<file path="src/rtl/ldpc_iter_ctrl_if.sv">
// Signal bundle between the LDPC iteration controller and its environment
// (host, q-memory unit and check-node unit). The controller uses the slave
// modport; the environment side uses master.
interface ldpc_iter_ctrl_if;
  // Host requests
  logic       frame_start;
  logic       abort;
  // Status from the q-memory unit and check-node unit
  logic       finish_bubble_sort;
  logic       f_one_iteration;
  logic       last_iteration;
  logic       cu_done;
  logic       syndrome_ok;
  // Control strobes towards the datapath
  logic       start_q_unit;
  logic       rst_q_unit;
  logic       en_bubble_sort;
  logic       storage;
  logic       cu_start;
  // Progress and result reporting
  logic [3:0] layer_idx;
  logic [4:0] iter_cnt;
  logic       busy;
  logic       frame_done;
  logic       decode_ok;
  logic       seq_err;

  modport master (
    output frame_start, abort, finish_bubble_sort, f_one_iteration,
           last_iteration, cu_done, syndrome_ok,
    input  start_q_unit, rst_q_unit, en_bubble_sort, storage, cu_start,
           layer_idx, iter_cnt, busy, frame_done, decode_ok, seq_err
  );

  modport slave (
    input  frame_start, abort, finish_bubble_sort, f_one_iteration,
           last_iteration, cu_done, syndrome_ok,
    output start_q_unit, rst_q_unit, en_bubble_sort, storage, cu_start,
           layer_idx, iter_cnt, busy, frame_done, decode_ok, seq_err
  );
endinterface

</file>
<file path="src/rtl/ldpc_iter_ctrl.sv">
// Layered LDPC decoder iteration controller. Sequences one frame through
// channel load, index sort, then per-layer check-node processing and
// write-back until the syndrome is satisfied or the q-memory unit reports
// the iteration cap. All control outputs come straight from flops.
module ldpc_iter_ctrl #(
  parameter int NUM_LAYERS = 16,
  parameter int MAX_ITER   = 30
) (
  input  logic            clk,
  input  logic            rst_n,
  ldpc_iter_ctrl_if.slave bus
);

  localparam logic [3:0] S_IDLE     = 4'd0;
  localparam logic [3:0] S_LOAD     = 4'd1;
  localparam logic [3:0] S_SORT     = 4'd2;
  localparam logic [3:0] S_LAYER    = 4'd3;
  localparam logic [3:0] S_WAIT     = 4'd4;
  localparam logic [3:0] S_STORE    = 4'd5;
  localparam logic [3:0] S_ITER_END = 4'd6;
  localparam logic [3:0] S_EVAL     = 4'd7;
  localparam logic [3:0] S_DONE     = 4'd8;

  localparam logic [3:0] LAST_LAYER = 4'(NUM_LAYERS - 1);
  localparam logic [4:0] ITER_SAT   = 5'd31;

  // The 4-bit layer index and 5-bit iteration counter bound the legal range.
  if (NUM_LAYERS < 1 || NUM_LAYERS > 16 || MAX_ITER < 1 || MAX_ITER > 31) begin : g_param_check
    $error("ldpc_iter_ctrl: NUM_LAYERS must be 1..16 and MAX_ITER 1..31");
  end

  logic [3:0] state_q, state_d;
  logic [3:0] layer_q, layer_d;
  logic [4:0] iter_q, iter_d;
  logic       decode_ok_q, decode_ok_d;
  logic       seq_err_q, seq_err_d;

  logic       start_q_unit_q;
  logic       rst_q_unit_q;
  logic       en_bubble_sort_q;
  logic       storage_q;
  logic       cu_start_q;
  logic       busy_q;
  logic       frame_done_q;

  // Next-state and datapath-register decisions for the frame sequencer.
  always_comb begin
    // NOTE: every target gets a default before the case so no path can
    // leave it unassigned, which would otherwise infer a latch.
    state_d     = state_q;
    layer_d     = layer_q;
    iter_d      = iter_q;
    decode_ok_d = decode_ok_q;
    seq_err_d   = seq_err_q;

    if (bus.abort && state_q != S_IDLE) begin
      // Abort wins over everything; the frame ends silently.
      state_d = S_IDLE;
    end else begin
      case (state_q)
        S_IDLE: begin
          if (bus.frame_start) begin
            state_d     = S_LOAD;
            decode_ok_d = 1'b0;
            seq_err_d   = 1'b0;
          end
        end
        S_LOAD: begin
          layer_d = '0;
          iter_d  = '0;
          state_d = S_SORT;
        end
        S_SORT: begin
          if (bus.finish_bubble_sort) begin
            layer_d = '0;
            state_d = S_LAYER;
          end
        end
        S_LAYER: state_d = S_WAIT;
        S_WAIT: begin
          if (bus.cu_done) state_d = S_STORE;
        end
        S_STORE: begin
          if (layer_q == LAST_LAYER) begin
            layer_d = '0;
            state_d = S_ITER_END;
          end else begin
            layer_d = layer_q + 4'd1;
            state_d = S_LAYER;
          end
        end
        S_ITER_END: begin
          // The q-memory unit must agree that a full sweep of layers was
          // written; otherwise the two sequencers have drifted apart.
          if (bus.f_one_iteration) begin
            iter_d  = (iter_q == ITER_SAT) ? iter_q : iter_q + 5'd1;
            state_d = S_EVAL;
          end else begin
            seq_err_d = 1'b1;
            state_d   = S_DONE;
          end
        end
        S_EVAL: begin
          if (bus.syndrome_ok || bus.last_iteration) begin
            decode_ok_d = bus.syndrome_ok;
            state_d     = S_DONE;
          end else begin
            state_d = S_LAYER;
          end
        end
        S_DONE:  state_d = S_IDLE;
        default: state_d = S_IDLE;
      endcase
    end
  end

  // Sequencer state, layer/iteration counters and sticky result flags.
  always_ff @(posedge clk or negedge rst_n) begin
    if (!rst_n) begin
      state_q     <= S_IDLE;
      layer_q     <= '0;
      iter_q      <= '0;
      decode_ok_q <= 1'b0;
      seq_err_q   <= 1'b0;
    end else begin
      // NOTE: non-blocking assignments so every flop samples the values of
      // the previous cycle regardless of statement order.
      state_q     <= state_d;
      layer_q     <= layer_d;
      iter_q      <= iter_d;
      decode_ok_q <= decode_ok_d;
      seq_err_q   <= seq_err_d;
    end
  end

  // Control strobes registered from the next state so they are glitch-free
  // and line up with the state they belong to.
  always_ff @(posedge clk or negedge rst_n) begin
    if (!rst_n) begin
      start_q_unit_q   <= 1'b0;
      rst_q_unit_q     <= 1'b1;
      en_bubble_sort_q <= 1'b0;
      storage_q        <= 1'b0;
      cu_start_q       <= 1'b0;
      busy_q           <= 1'b0;
      frame_done_q     <= 1'b0;
    end else begin
      start_q_unit_q   <= (state_d == S_LOAD);
      rst_q_unit_q     <= (state_d != S_LOAD);
      en_bubble_sort_q <= (state_d == S_SORT);
      storage_q        <= (state_d == S_STORE);
      cu_start_q       <= (state_d == S_LAYER);
      busy_q           <= (state_d != S_IDLE);
      frame_done_q     <= (state_d == S_DONE);
    end
  end

  assign bus.start_q_unit   = start_q_unit_q;
  assign bus.rst_q_unit     = rst_q_unit_q;
  assign bus.en_bubble_sort = en_bubble_sort_q;
  assign bus.storage        = storage_q;
  assign bus.cu_start       = cu_start_q;
  assign bus.layer_idx      = layer_q;
  assign bus.iter_cnt       = iter_q;
  assign bus.busy           = busy_q;
  assign bus.frame_done     = frame_done_q;
  assign bus.decode_ok      = decode_ok_q;
  assign bus.seq_err        = seq_err_q;

endmodule

</file>
<file path="src/flat_wrapper.sv">
// flat-port wrapper written by rule: the top's interface ports become plain ports
module ldpc_iter_ctrl_flat 
#(
  parameter int NUM_LAYERS = 16,
  parameter int MAX_ITER   = 30
)
  (clk, rst_n, bus_frame_start, bus_abort, bus_finish_bubble_sort, bus_f_one_iteration, bus_last_iteration, bus_cu_done, bus_syndrome_ok, bus_start_q_unit, bus_rst_q_unit, bus_en_bubble_sort, bus_storage, bus_cu_start, bus_layer_idx, bus_iter_cnt, bus_busy, bus_frame_done, bus_decode_ok, bus_seq_err);
  ldpc_iter_ctrl_if bus_i ();
  input  logic clk;
  input  logic rst_n;
  input wire logic [$bits(bus_i.frame_start)-1:0] bus_frame_start;
  input wire logic [$bits(bus_i.abort)-1:0] bus_abort;
  input wire logic [$bits(bus_i.finish_bubble_sort)-1:0] bus_finish_bubble_sort;
  input wire logic [$bits(bus_i.f_one_iteration)-1:0] bus_f_one_iteration;
  input wire logic [$bits(bus_i.last_iteration)-1:0] bus_last_iteration;
  input wire logic [$bits(bus_i.cu_done)-1:0] bus_cu_done;
  input wire logic [$bits(bus_i.syndrome_ok)-1:0] bus_syndrome_ok;
  output wire logic [$bits(bus_i.start_q_unit)-1:0] bus_start_q_unit;
  output wire logic [$bits(bus_i.rst_q_unit)-1:0] bus_rst_q_unit;
  output wire logic [$bits(bus_i.en_bubble_sort)-1:0] bus_en_bubble_sort;
  output wire logic [$bits(bus_i.storage)-1:0] bus_storage;
  output wire logic [$bits(bus_i.cu_start)-1:0] bus_cu_start;
  output wire logic [$bits(bus_i.layer_idx)-1:0] bus_layer_idx;
  output wire logic [$bits(bus_i.iter_cnt)-1:0] bus_iter_cnt;
  output wire logic [$bits(bus_i.busy)-1:0] bus_busy;
  output wire logic [$bits(bus_i.frame_done)-1:0] bus_frame_done;
  output wire logic [$bits(bus_i.decode_ok)-1:0] bus_decode_ok;
  output wire logic [$bits(bus_i.seq_err)-1:0] bus_seq_err;
  assign bus_i.frame_start = bus_frame_start;
  assign bus_i.abort = bus_abort;
  assign bus_i.finish_bubble_sort = bus_finish_bubble_sort;
  assign bus_i.f_one_iteration = bus_f_one_iteration;
  assign bus_i.last_iteration = bus_last_iteration;
  assign bus_i.cu_done = bus_cu_done;
  assign bus_i.syndrome_ok = bus_syndrome_ok;
  assign bus_start_q_unit = bus_i.start_q_unit;
  assign bus_rst_q_unit = bus_i.rst_q_unit;
  assign bus_en_bubble_sort = bus_i.en_bubble_sort;
  assign bus_storage = bus_i.storage;
  assign bus_cu_start = bus_i.cu_start;
  assign bus_layer_idx = bus_i.layer_idx;
  assign bus_iter_cnt = bus_i.iter_cnt;
  assign bus_busy = bus_i.busy;
  assign bus_frame_done = bus_i.frame_done;
  assign bus_decode_ok = bus_i.decode_ok;
  assign bus_seq_err = bus_i.seq_err;
  ldpc_iter_ctrl #(.NUM_LAYERS(NUM_LAYERS), .MAX_ITER(MAX_ITER)) u_core (.clk(clk), .rst_n(rst_n), .bus(bus_i));
endmodule
</file>
<file path="config.mk">
export PLATFORM = sky130hd
export DESIGN_NAME = ldpc_iter_ctrl_flat
export DESIGN_NICKNAME = d
export VERILOG_FILES = /design/src/rtl/ldpc_iter_ctrl_if.sv /design/src/rtl/ldpc_iter_ctrl.sv /design/src/flat_wrapper.sv
export SDC_FILE = /design/constraint.sdc
export NUM_CORES = 1
export LEC_CHECK = 0
export CAP_MARGIN = 10
export CORE_AREA = 2 2 60 62
export DETAILED_ROUTE_END_ITERATION = 10
export DIE_AREA = 0 0 62 64
export HOLD_SLACK_MARGIN = 0.08
export PLACE_DENSITY = 0.72
export SLEW_MARGIN = 20
export SYNTH_ARGS = -nofsm -noshare
export SYNTH_HDL_FRONTEND = slang
export SYNTH_SLANG_ARGS = --single-unit
</file>
<file path="constraint.sdc">
create_clock -name clk -period 4.2 [get_ports clk]
set_input_delay 0.84 -clock clk [delete_from_list [all_inputs] [get_ports clk]]
set_output_delay 0.84 -clock clk [all_outputs]
set_load 0.1 [all_outputs]
</file>
# Word level (Yosys, flattened, before mapping)
# Cells that the tools add are included.
# totals
in_bits	9
reg_bits	22
out_inout_bits	18
# classes
n_eq_ne	21
bitwise	1
muxes	19
n_reduce_logical	13
addsub	2
# op_table
operator	count
$mux 4	8
$pmux 4 s8	1
$eq 4x3->1 const B	5
$eq 4x2->1 const B	4
$pmux 4 s3	1
$reduce_and 4->1	3
$mux 5	2
$ne 2x2->1 const B	5
$pmux 5 s2	1
$eq 4x1->1 const B	2
$eq 4x4->1 const B	2
$reduce_bool 4->1	2
$reduce_bool 2->1	3
$add 5x1->5 const B	1
$eq 5x5->1 const B	1
$add 4x1->4 const B	1
$logic_not 4->1	1
$ne 4x1->1 const B	1
$pmux 1 s2	2
$mux 1	3
$mux 3	1
$reduce_and 3->1	1
$reduce_bool 3->1	1
$ne 2x1->1 const B	1
3 further kinds	3

# Depth between registers and ports, before layout
# Gate-level depths: netlist of the first run.
# logic_depth
word_depth	5
depth_mapped	6
depth_no_buf	6

# Least setup slack after synthesis of the first run
# Ideal clock, no wire load.
# synth_path
path_type	register to register
start	register u_core.iter_q[0] (netlist: u_core.bus.iter_cnt[0])
end	register u_core.iter_q[2] (netlist: u_core.bus.iter_cnt[2])
t_required_ps	4074
arrival_ps	2329
slack_ps	1745
setup_ps	126
path_stages_with_launch	7
cell_sequence	dfrtp_1 ha_1 and3_1 ha_1 o32ai_2 o21ai_2 a221o_1
# synth_via
elab_chain_len	4
word_cells_on_any_way	7
# synth_rtl
element	line_no	rtl
from (decl)	ldpc_iter_ctrl.sv:34	logic [4:0] iter_q, iter_d;
from (signal assigned)	ldpc_iter_ctrl.sv:130	iter_q <= iter_d;
$add 5x1->5	ldpc_iter_ctrl.sv:96	iter_d = (iter_q == ITER_SAT) ? iter_q : iter_q + 5'd1;
$mux 5	ldpc_iter_ctrl.sv:96	
$mux 5	ldpc_iter_ctrl.sv:95	if (bus.f_one_iteration) begin
$pmux 5 s2	ldpc_iter_ctrl.sv:60	case (state_q)
# Several ways; a longest one is shown, not always the timed one. The select of a mux whose other input is x is not followed.
# A chain may end at the register's enable or synchronous reset.

# Final worst setup path of the first run
# layout_path
start	register u_core.iter_q[2] (netlist: u_core.bus.iter_cnt[2])
end	output port bus_iter_cnt[2]
# layout_rtl
element	line_no	rtl
to (decl)	flat_wrapper.sv:24	output wire logic [$bits(bus_i.iter_cnt)-1:0] bus_iter_cnt;
# No word-level cell between the ends.

==> results.md, run 1 <==
- Pre-CTS setup slack: 1680 ps
- Reg2Reg Setup Slack: 2130 ps
- Max-slew headroom: 0.353
- Fraction of synthesized area in multiplexers: 0.0495
- Synth Area in Adders: 0.0297
- Post-CTS sizing: 0
- Area growth syn-to-layout: 25.9%
- Gpl congestion: 0.781
- Vias in the first global route: 976
- Critical Path Start Type: flip-flop
- Largest family of logic cells by synthesized area: simple AND/OR/NAND/NOR gates
- Top FF cell, synth: dfrtp_1
- First-pass GRT wire length: 4450 um
- H-tree lvl count: 1
- CORE AREA: 3280 um^2
- Placed cell areas: 1550 um^2
- XOR/XNOR Fraction of Synth Area: 0
- Skew-Pair Late Insertion Delay: 320 ps
- Total gr overflow: 0
- Layout Nets: 162
- Depth of the worst register-to-register path: 6
- Period minus WS final: 2810 ps
- Asr flop ratio synth: 1.00
- Largest net degree at the start of global routing: 23
- Largest area contributor in the netlist: dfrtp_1
- Final worst slack: 1390 ps
- Synth warn: 0
- Setup TNS: 0 ps
- Share of the yosys chip area belonging to registers: 0.436
- GRT Total Usage: 0.146
- Share of layout cells above drive strength 1: 0.128
- Critical path's top delay family: buffers and inverters
- Routed Antenna Nets: 0
- Max incr delay on CP: 1170 ps
- RSZ-0062 raised after global routing: no
- DRT Wirelength: 2640 um
- PD cells: 629 nW/um^2
- Clock Skew: 6.10 ps
- Overall Power: 0.00100 W
- Top cell type's share of synthesized area: 0.415
- Final setup viols: 0
- Final instance area: 1590 um^2
- Synth Area in Compound Gates: 0.170
- Setup Buffers After CTS: 0
- Tightest Pin Transition: 968 ps
- Hold Buf Count CTS: 0
- Pleak: 0.689 nW
- Worst-path cell chain: clkdlybuf4s50_1
- # Max-Cap Violations: 0
- Critical Path AT: 1970 ps
- Most common cell in the netlist: dfrtp_1
- CTS Sinks: 22
- WL/cell: 13.5 um
- F_max: 356 MHz
- Root Buffer: clkbuf_4
- CP max-delay cell: clkdlybuf4s50_1
- Synth Cell Area: 1260 um^2
- ANT cells: 0
- Clock buffer depth: 2
- Peak VDD IR: 0.426 mV
- Avg Cell Area, Syn: 10.2 um^2
- Synthesized Nets: 136
- CP endpoint kind: output port
- DIE AREA: 3970 um^2
- Residual DRC count: 0
- Worst Hold Class: in2async
- Rows: 21
- Worst reg2reg endpoint: u_core.bus.iter_cnt[2]
- CTS clk-pin slew, worst paths: 130 ps
- First-pass DRT Iterations: 4
- TritonCTS clock tree: done
- Critical register-to-register path startpoint: u_core.bus.iter_cnt[0]
- Die H: 64 um
- Post-DP HPWL: 1900 um
- Post-synth EDFFs: 0
- Most frequent cells after synthesis: 21 x dfrtp_1, 11 x nand2_1, 10 x nor2_1
- Status: completed
- Post-Syn Instances: 124
- Critical path peak fanout: 6
- Synth top area cells: dfrtp_1 42%, nor4_2 4.0%, nand2_1 3.3%
- IO Pins: 27
- Fill count: 312
- Worst EP required: 3360 ps
- CTS buffer count: 3
- DR vias/cell: 5.15
- Critical path type: reg2out
- Die Wd: 62 um
- Initial DRC count: 12
- Initial Util: 0.385
- CP Buf/Inv Count: 1
- Yosys cell types: 45
- Buffers on Ports: 26
- Final hold vios: 0
- Initial antenna violation count: 0
- FF+latch count, synth: 22
- Worst hold slack: 459 ps
- Period utilisation layout: 0.668
- Via Count: 1005
- Simple-gate share of the synthesized area: 0.264
- Slew Limit Fails: 0
power by group:
group	internal (W)	switching [W]
Sequential	0.000254	0.0000709
Clock	0.0000965	0.0000701
Combinational	0.000168	0.000343
Total	0.000518	0.000484
state kept, by name, indices dropped and copies added, names as in the netlist:
name	cells
u_core.bus.start_q_unit	1
u_core.bus.rst_q_unit	1
u_core.bus.en_bubble_sort	1
u_core.bus.layer_idx	4
u_core.bus.seq_err	1
u_core.bus.iter_cnt	5
u_core.state_q	4
u_core.bus.storage	1
u_core.bus.busy	1
u_core.bus.frame_done	1
u_core.bus.decode_ok	1
u_core.bus.cu_start	1
routing by layer:
metal	global-route usage	vias up	part of all wire
li1	-	498	-
met1	0.199	481	0.48
met2	0.224	22	0.46
met3	0.0223	4	0.044
met4	0.0638	0	0.018
met5	0	-	0
layout by cell type, fill, tap and decap left out, types with 2 or more instances in the layout:
| master | n |
|---|---|
| nor4_2 | 4 |
| nand2_1 | 11 |
| inv_1 | 7 |
| dfrtp_1 | 21 |
| mux2i_1 | 4 |
| ha_1 | 3 |
| nand3_1 | 3 |
| o21ai_1 | 4 |
| nor2_1 | 10 |
| clkdlybuf4s50_1 | 25 |
| nor2b_1 | 3 |
| a22oi_1 | 2 |
| o21ai_0 | 5 |
| nand2b_1 | 4 |
| clkbuf_4 | 3 |
| a21oi_1 | 7 |
| nor3_1 | 3 |
per-stage QoR:
stage / util / std cells
2_1_floorplan: - / 124
3_3_place_gp: 0.470 / 191
3_5_place_dp: 0.470 / 191
4_1_cts: 0.486 / 195
5_1_grt: 0.485 / 195
6_report: 0.485 / 195
worst max-delay path by stage:
stage | slack (ps) | endpoint | from | cells past startpoint
2_1_floorplan | 1750 | u_core.bus.iter_cnt[2] | u_core.bus.iter_cnt[0] | 6
3_3_place_gp | 1700 | u_core.bus.iter_cnt[2] | bus_f_one_iteration | 5
3_5_place_dp | 1680 | u_core.bus.iter_cnt[2] | bus_f_one_iteration | 5
4_1_cts | 1400 | bus_rst_q_unit | u_core.bus.rst_q_unit | 1
5_1_grt | 1330 | bus_iter_cnt[2] | u_core.bus.iter_cnt[2] | 1
6_report | 1390 | bus_iter_cnt[2] | u_core.bus.iter_cnt[2] | 1
area by class of cell:
class / count / area [um^2] / area share
Clock buffer: 3 / 22.5 / 0.0141
Clock inverter: 1 / 30.0 / 0.0189
Inverter: 7 / 26.3 / 0.0165
Multi-Input combinational cell: 90 / 649 / 0.408
Sequential cell: 22 / 552 / 0.346
Tap cell: 46 / 57.6 / 0.0361
Timing Repair Buffer: 26 / 255 / 0.160
logic make-up after synthesis:
| group | after synthesis |
|---|---|
| compound gates | 29 |
| fa+ha+maj | 3 |
| buf+inv | 12 |
| flops | 22 |
| mux | 6 |
| simple gates | 52 |
Power figures use the tool's default switching activity.
==> inputs of run 2 (changes only) <==
==> constraint.sdc (replaced) <==
create_clock -name clk -period 2.8 [get_ports clk]
set_input_delay 0.56 -clock clk [delete_from_list [all_inputs] [get_ports clk]]
set_output_delay 0.56 -clock clk [all_outputs]
set_load 0.1 [all_outputs]
==> results.md, run 2 (synthesized netlist as in run 1, its figures left out) <==
- Buffers on Ports: 26 (unchanged)
- Post-CTS sizing: 0 (unchanged)
- Final hold vios: 0 (unchanged)
- Setup TNS: 0 ps (unchanged)
- Tightest Pin Transition: 560 ps (-408 ps)
- Largest net degree at the start of global routing: 23 (unchanged)
- Max-slew headroom: 0.627 (+0.274)
- Net Sw Power: 0.000715 W (+48%)
- Peak VDD IR: 0.541 mV (+27%)
- TritonCTS clock tree: done
- Rows: 21 (unchanged)
- Busiest grt layer: met2
- Largest register FFs: 5 (unchanged)
- Root Buffer: clkbuf_4
- Clock Skew: 7.80 ps (+1.70 ps)
- Net Sw Frac: 0.514 (+0.0312)
- DR vias/cell: 5.07 (-1.6%)
- Pleak: 0.713 nW (+3.6%)
- Layout Nets: 163 (+0.62%)
- Residual DRC count: 0 (unchanged)
- First-pass GRT wire length: 4090 um (-8.1%)
- RSZ-0062 raised after global routing: no
- Share of layout cells above drive strength 1: 0.240 (+0.112)
- Leading cell type in the layout, fill and taps excluded: dfrtp_1
- Most frequent cells in the layout: 21 x dfrtp_1, 19 x buf_4, 11 x nand2_1
- DRT Wirelength: 2510 um (-4.9%)
- # Max-Cap Violations: 0 (unchanged)
- Slew Limit Fails: 0 (unchanged)
- Critical Path AT: 2270 ps (+300 ps)
- ANT cells: 0 (unchanged)
- Worst EP required: 3000 ps (-360 ps)
- CTS clk-pin slew, worst paths: 110 ps (-20 ps)
- Final std cells w/o fill: 196 (+0.51%)
- Final setup viols: 0 (unchanged)
- Vias in the first global route: 908 (-7.0%)
- Clock power frac: 0.108 (-0.058)
- Die H: 64 um (unchanged)
- Seq pwr share: 0.349 (+0.025)
- Global routing usage on met2: 0.195 (-0.0286)
- Critical path type: reg2reg
- Die Wd: 62 um (unchanged)
- Critical Path Start Type: flip-flop
- Status: completed
- PD cells: 907 nW/um^2 (+44%)
- DIE AREA: 3970 um^2 (unchanged)
- Initial Util: 0.385 (unchanged)
- CORE AREA: 3280 um^2 (unchanged)
- CTS Sinks: 22 (unchanged)
- Met1 GRT Util: 0.194 (-0.00528)
- CP endpoint kind: flip-flop
- GRT Total Usage: 0.136 (-0.00997)
- Initial DRC count: 38 (+26)
- P_int: 0.000676 W (+30%)
- Routed Antenna Nets: 0 (unchanged)
- Met3 GRT Util: 0.0364 (+0.0142)
- H-tree lvl count: 1 (unchanged)
- Period utilisation layout: 0.740
- Area growth syn-to-layout: 21.3%
- WL/cell: 12.8 um (-5.4%)
- First-pass DRT Iterations: 4 (unchanged)
- Period minus WS final: 2070 ps
- Critical path peak fanout: 5 (-1)
- Initial antenna violation count: 0 (unchanged)
- F_max: 483 MHz
- Combinational Power Share: 0.543 (+0.033)
- Setup Buffers After CTS: 0 (unchanged)
- Fill count: 314 (+0.64%)
- Worst Hold Class: reg2reg
- Via Count: 994 (-1.1%)
- Hold Buf Count CTS: 0 (unchanged)
- Post-DP HPWL: 1820 um (-4.3%)
- Gpl congestion: 0.823 (+5.4%)
- CTS buffer count: 3 (unchanged)
- IO Pins: 27 (unchanged)
- Skew-Pair Late Insertion Delay: 310 ps (about the same)
- Clock buffer depth: 2 (unchanged)
- Total gr overflow: 0 (unchanged)
- Placed insts: 192 (+0.52%)
==> run 2: cell count changes in the layout (fill, tap and decap cells not counted) <==
cell	change
clkbuf_1	+1
clkdlybuf4s50_1	-17
buf_2	-1
bufinv_16	-1
buf_4	+19
==> run 2: power groups by stage <==
stage,Combinational [W],Clock [W],Sequential [W]
after global placement,0.000754,0,0.000491
after CTS,0.000760,0.000157,0.000485
after floorplan,0.000393,0,0.000731
after detailed placement,0.000757,0,0.000489
final,0.000755,0.000150,0.000485
after global routing,0.000803,0.000169,0.000504
==> run 2: metal layers <==
layer,vias to the layer above,part of all wire
li1,500,-
met1,466,0.48
met2,26,0.45
met3,2,0.051
met4,0,0.013
met5,-,0
==> run 2: area by class of cell <==
cell class,instances,area [um^2],area share
multi-input combinational,90,649,0.423
sequential,22,552,0.360
timing repair buffer,27,223,0.145
tap,46,57.6,0.0375
clock buffer,4,26.3,0.0171
inverter,7,26.3,0.0171
==> run 2: path summary, 6_finish.rpt <==
kind                            cells after the start  slack (ps)                    from                 endpoint
worst max-delay path                                6         730  u_core.bus.iter_cnt[0]   u_core.bus.iter_cnt[2]
worst min-delay path                                2         530    u_core.bus.decode_ok     u_core.bus.decode_ok
worst max register to register                      6         730  u_core.bus.iter_cnt[0]   u_core.bus.iter_cnt[2]
worst min register to register                      2         530    u_core.bus.decode_ok     u_core.bus.decode_ok
max in group asynchronous                           2        1940                   rst_n    u_core.bus.rst_q_unit
min in group asynchronous                           2         570                   rst_n  u_core.bus.layer_idx[2]
==> run 2: worst max-delay path, cell delays in order, from the launching register on <==
cell     delay, ps
dfrtp_1        440
ha_1           250
and3_1         190
ha_1           190
o32ai_2        340
o21ai_2        180
a221o_1        380
==> run 2: per-stage QoR <==
stage	setup WS [ps]	power, W	hold WS, ps	cell area [um^2]	util
floorplan	345	0.00112	264	1260	-
global placement	620	0.00125	499	1510	0.459
detailed placement	556	0.00125	510	1510	0.459
CTS	712	0.00140	526	1530	0.467
global route	629	0.00148	556	1530	0.467
finish	729	0.00139	531	1530	0.467
==> inputs of run 3 (changes only) <==
==> constraint.sdc (replaced) <==
create_clock -name clk -period 1.96 [get_ports clk]
set_input_delay 0.392 -clock clk [delete_from_list [all_inputs] [get_ports clk]]
set_output_delay 0.392 -clock clk [all_outputs]
set_load 0.1 [all_outputs]
==> results.md, run 3 (synthesized netlist as in run 1, its figures left out) <==
- Clock Skew: 3.27 ps (-4.53 ps)
- WL/cell: 13.7 um (+6.9%)
- Area growth syn-to-layout: 41.1%
- Worst Hold Class: in2async
- Status: completed
- Placed cell areas: 1720 um^2 (+14%)
- Initial Util: 0.385 (unchanged)
- Clock power frac: 0.096 (-0.012)
- Max-slew headroom: 0.660 (+0.0338)
- Gpl congestion: 0.823 (about the same)
- # Max-Cap Violations: 0 (unchanged)
- Rows: 21 (unchanged)
- Skew-Pair Late Insertion Delay: 300 ps (about the same)
- First-pass DRT Iterations: 4 (unchanged)
- Depth of the worst register-to-register path: 6 (unchanged)
- Final worst slack: 22.6 ps (-706 ps)
- DR vias/cell: 5.09 (+0.39%)
- Setup TNS: 0 ps (unchanged)
- Critical path type: reg2reg
- Total gr overflow: 0 (unchanged)
- GRT Total Usage: 0.151 (+0.0147)
- Final setup viols: 0 (unchanged)
- Residual DRC count: 0 (unchanged)
- DIE AREA: 3970 um^2 (unchanged)
- Via Count: 1059 (+6.5%)
- Critical Path AT: 2140 ps (-130 ps)
- Net Sw Power: 0.00109 W (+52%)
- Root Buffer: clkbuf_4
- Final hold vios: 0 (unchanged)
- CTS Sinks: 22 (unchanged)
- CORE AREA: 3280 um^2 (unchanged)
- Routed Antenna Nets: 0 (unchanged)
- Post-DP HPWL: 2100 um (+16%)
- Initial antenna violation count: 0 (unchanged)
- CTS buffer count: 3 (unchanged)
- Die H: 64 um (unchanged)
- H-tree lvl count: 1 (unchanged)
- Slew Limit Fails: 0 (unchanged)
- Tightest Pin Transition: 509 ps (-50.7 ps)
- P_int: 0.00114 W (+69%)
- Worst EP required: 2160 ps (-840 ps)
- Critical Path Start Type: flip-flop
- TritonCTS clock tree: done
- Hold Buf Count CTS: 0 (unchanged)
- Most frequent cells in the layout: 23 x buf_4, 15 x dfrtp_1, 11 x nand2_1
- Peak VDD IR: 0.817 mV (+51%)
- DRT Wirelength: 2850 um (+13%)
- F_max: 516 MHz (+6.9%)
- Pleak: 0.781 nW (+9.4%)
- First-pass GRT wire length: 4510 um (+10%)
- Period minus WS final: 1940 ps (-134 ps)
- Initial DRC count: 27 (-29%)
- CP endpoint kind: flip-flop
- Net Sw Frac: 0.488 (-0.0262)
- CTS clk-pin slew, worst paths: 120 ps (about the same)
- Clock buffer depth: 2 (unchanged)
- Pre-CTS setup slack: 33.6 ps (-523 ps)
- Layout Nets: 175 (+7.4%)
- Fill count: 287 (-8.6%)
- Critical path peak fanout: 5 (unchanged)
- Combinational Power Share: 0.597 (+0.054)
- PD cells: 1250 nW/um^2 (+38%)
- Largest net degree at the start of global routing: 23 (unchanged)
- Largest register FFs: 5 (unchanged)
- Die Wd: 62 um (unchanged)
- Seq pwr share: 0.307 (-0.042)
- Period utilisation layout: 0.988 (+0.249)
- Final instance area: 1790 um^2 (+16%)
- ANT cells: 0 (unchanged)
- Share of layout cells above drive strength 1: 0.352 (+0.112)
- Leading cell type in the layout, fill and taps excluded: buf_4
- IO Pins: 27 (unchanged)
- Vias in the first global route: 999 (+10%)
- Buffers on Ports: 26 (unchanged)
## run 3: cell count changes in the layout (fill, tap and decap cells not counted), moves of 2 or more
cell     previous run  this run
buf_12              0         8
buf_4              19        23
dfrtp_4             0         2
dfrtp_1            21        15
ha_1                3         1
dfrtp_2             0         4
ha_4                0         2
## run 3: final timing paths
| kind | to | from | slack (ps) |
|---|---|---|---|
| worst min register to register | u_core.bus.decode_ok | u_core.bus.decode_ok | 530 |
| max in group asynchronous | u_core.bus.rst_q_unit | rst_n | 1260 |
| min in group clk | u_core.bus.decode_ok | u_core.bus.decode_ok | 530 |
| worst min-delay path | u_core.bus.cu_start | rst_n | 420 |
| worst max register to register | u_core.bus.iter_cnt[0] | u_core.bus.iter_cnt[1] | 20 |
| worst max-delay path | u_core.bus.iter_cnt[0] | u_core.bus.iter_cnt[1] | 20 |
## run 3: layout make-up
cell class	instances	area, um^2	area share
multi-input combinational	90	698	0.391
sequential	22	564	0.316
timing repair buffer	39	413	0.231
tap	46	57.6	0.0322
clock buffer	4	26.3	0.0147
inverter	7	26.3	0.0147
## run 3: stage by stage
stage / power (W) / hold WS (ps) / cells / util
final: 0.00223 / 420 / 208 / 0.544
after CTS: 0.00217 / 425 / 204 / 0.532
after global placement: 0.00194 / 493 / 200 / 0.524
after detailed placement: 0.00195 / 527 / 200 / 0.524
after floorplan: 0.00163 / 96.4 / 124 / -
after global routing: 0.00236 / 438 / 208 / 0.544
## run 3: worst max-delay path, stage by stage, from the launching register on
cell and delay [ps]:
dfrtp_4 530, ha_4 180, and3_4 180, ha_4 160, o32ai_4 320, o21ai_4 130, mux2_1 330
## run 3: per-layer routing
layer  share of wire  GRT usage  wire [um]  vias to the layer above
li1                -          -          -                      526
met1            0.47      0.205       1350                      506
met2            0.47      0.225       1340                       19
met3           0.027     0.0202         77                        8
met4           0.026     0.0824         75                        0
met5               0          0          0                        -
## run 3: timing repair
item	4_1_cts	5_1_grt
buffers inserted	0	4
endpoints found under the setup margin	0	2
gates resized for setup	0	1
## run 3: power by group through the flow
| stage | logic, W | clock network (W) | registers [W] |
|---|---|---|---|
| 6_report | 0.00133 | 0.000215 | 0.000686 |
| 5_1_grt | 0.00142 | 0.000241 | 0.000705 |
| 4_1_cts | 0.00127 | 0.000223 | 0.000685 |
| 3_5_place_dp | 0.00126 | 0 | 0.000693 |
| 3_3_place_gp | 0.00125 | 0 | 0.000691 |
| 2_1_floorplan | 0.000578 | 0 | 0.00105 |
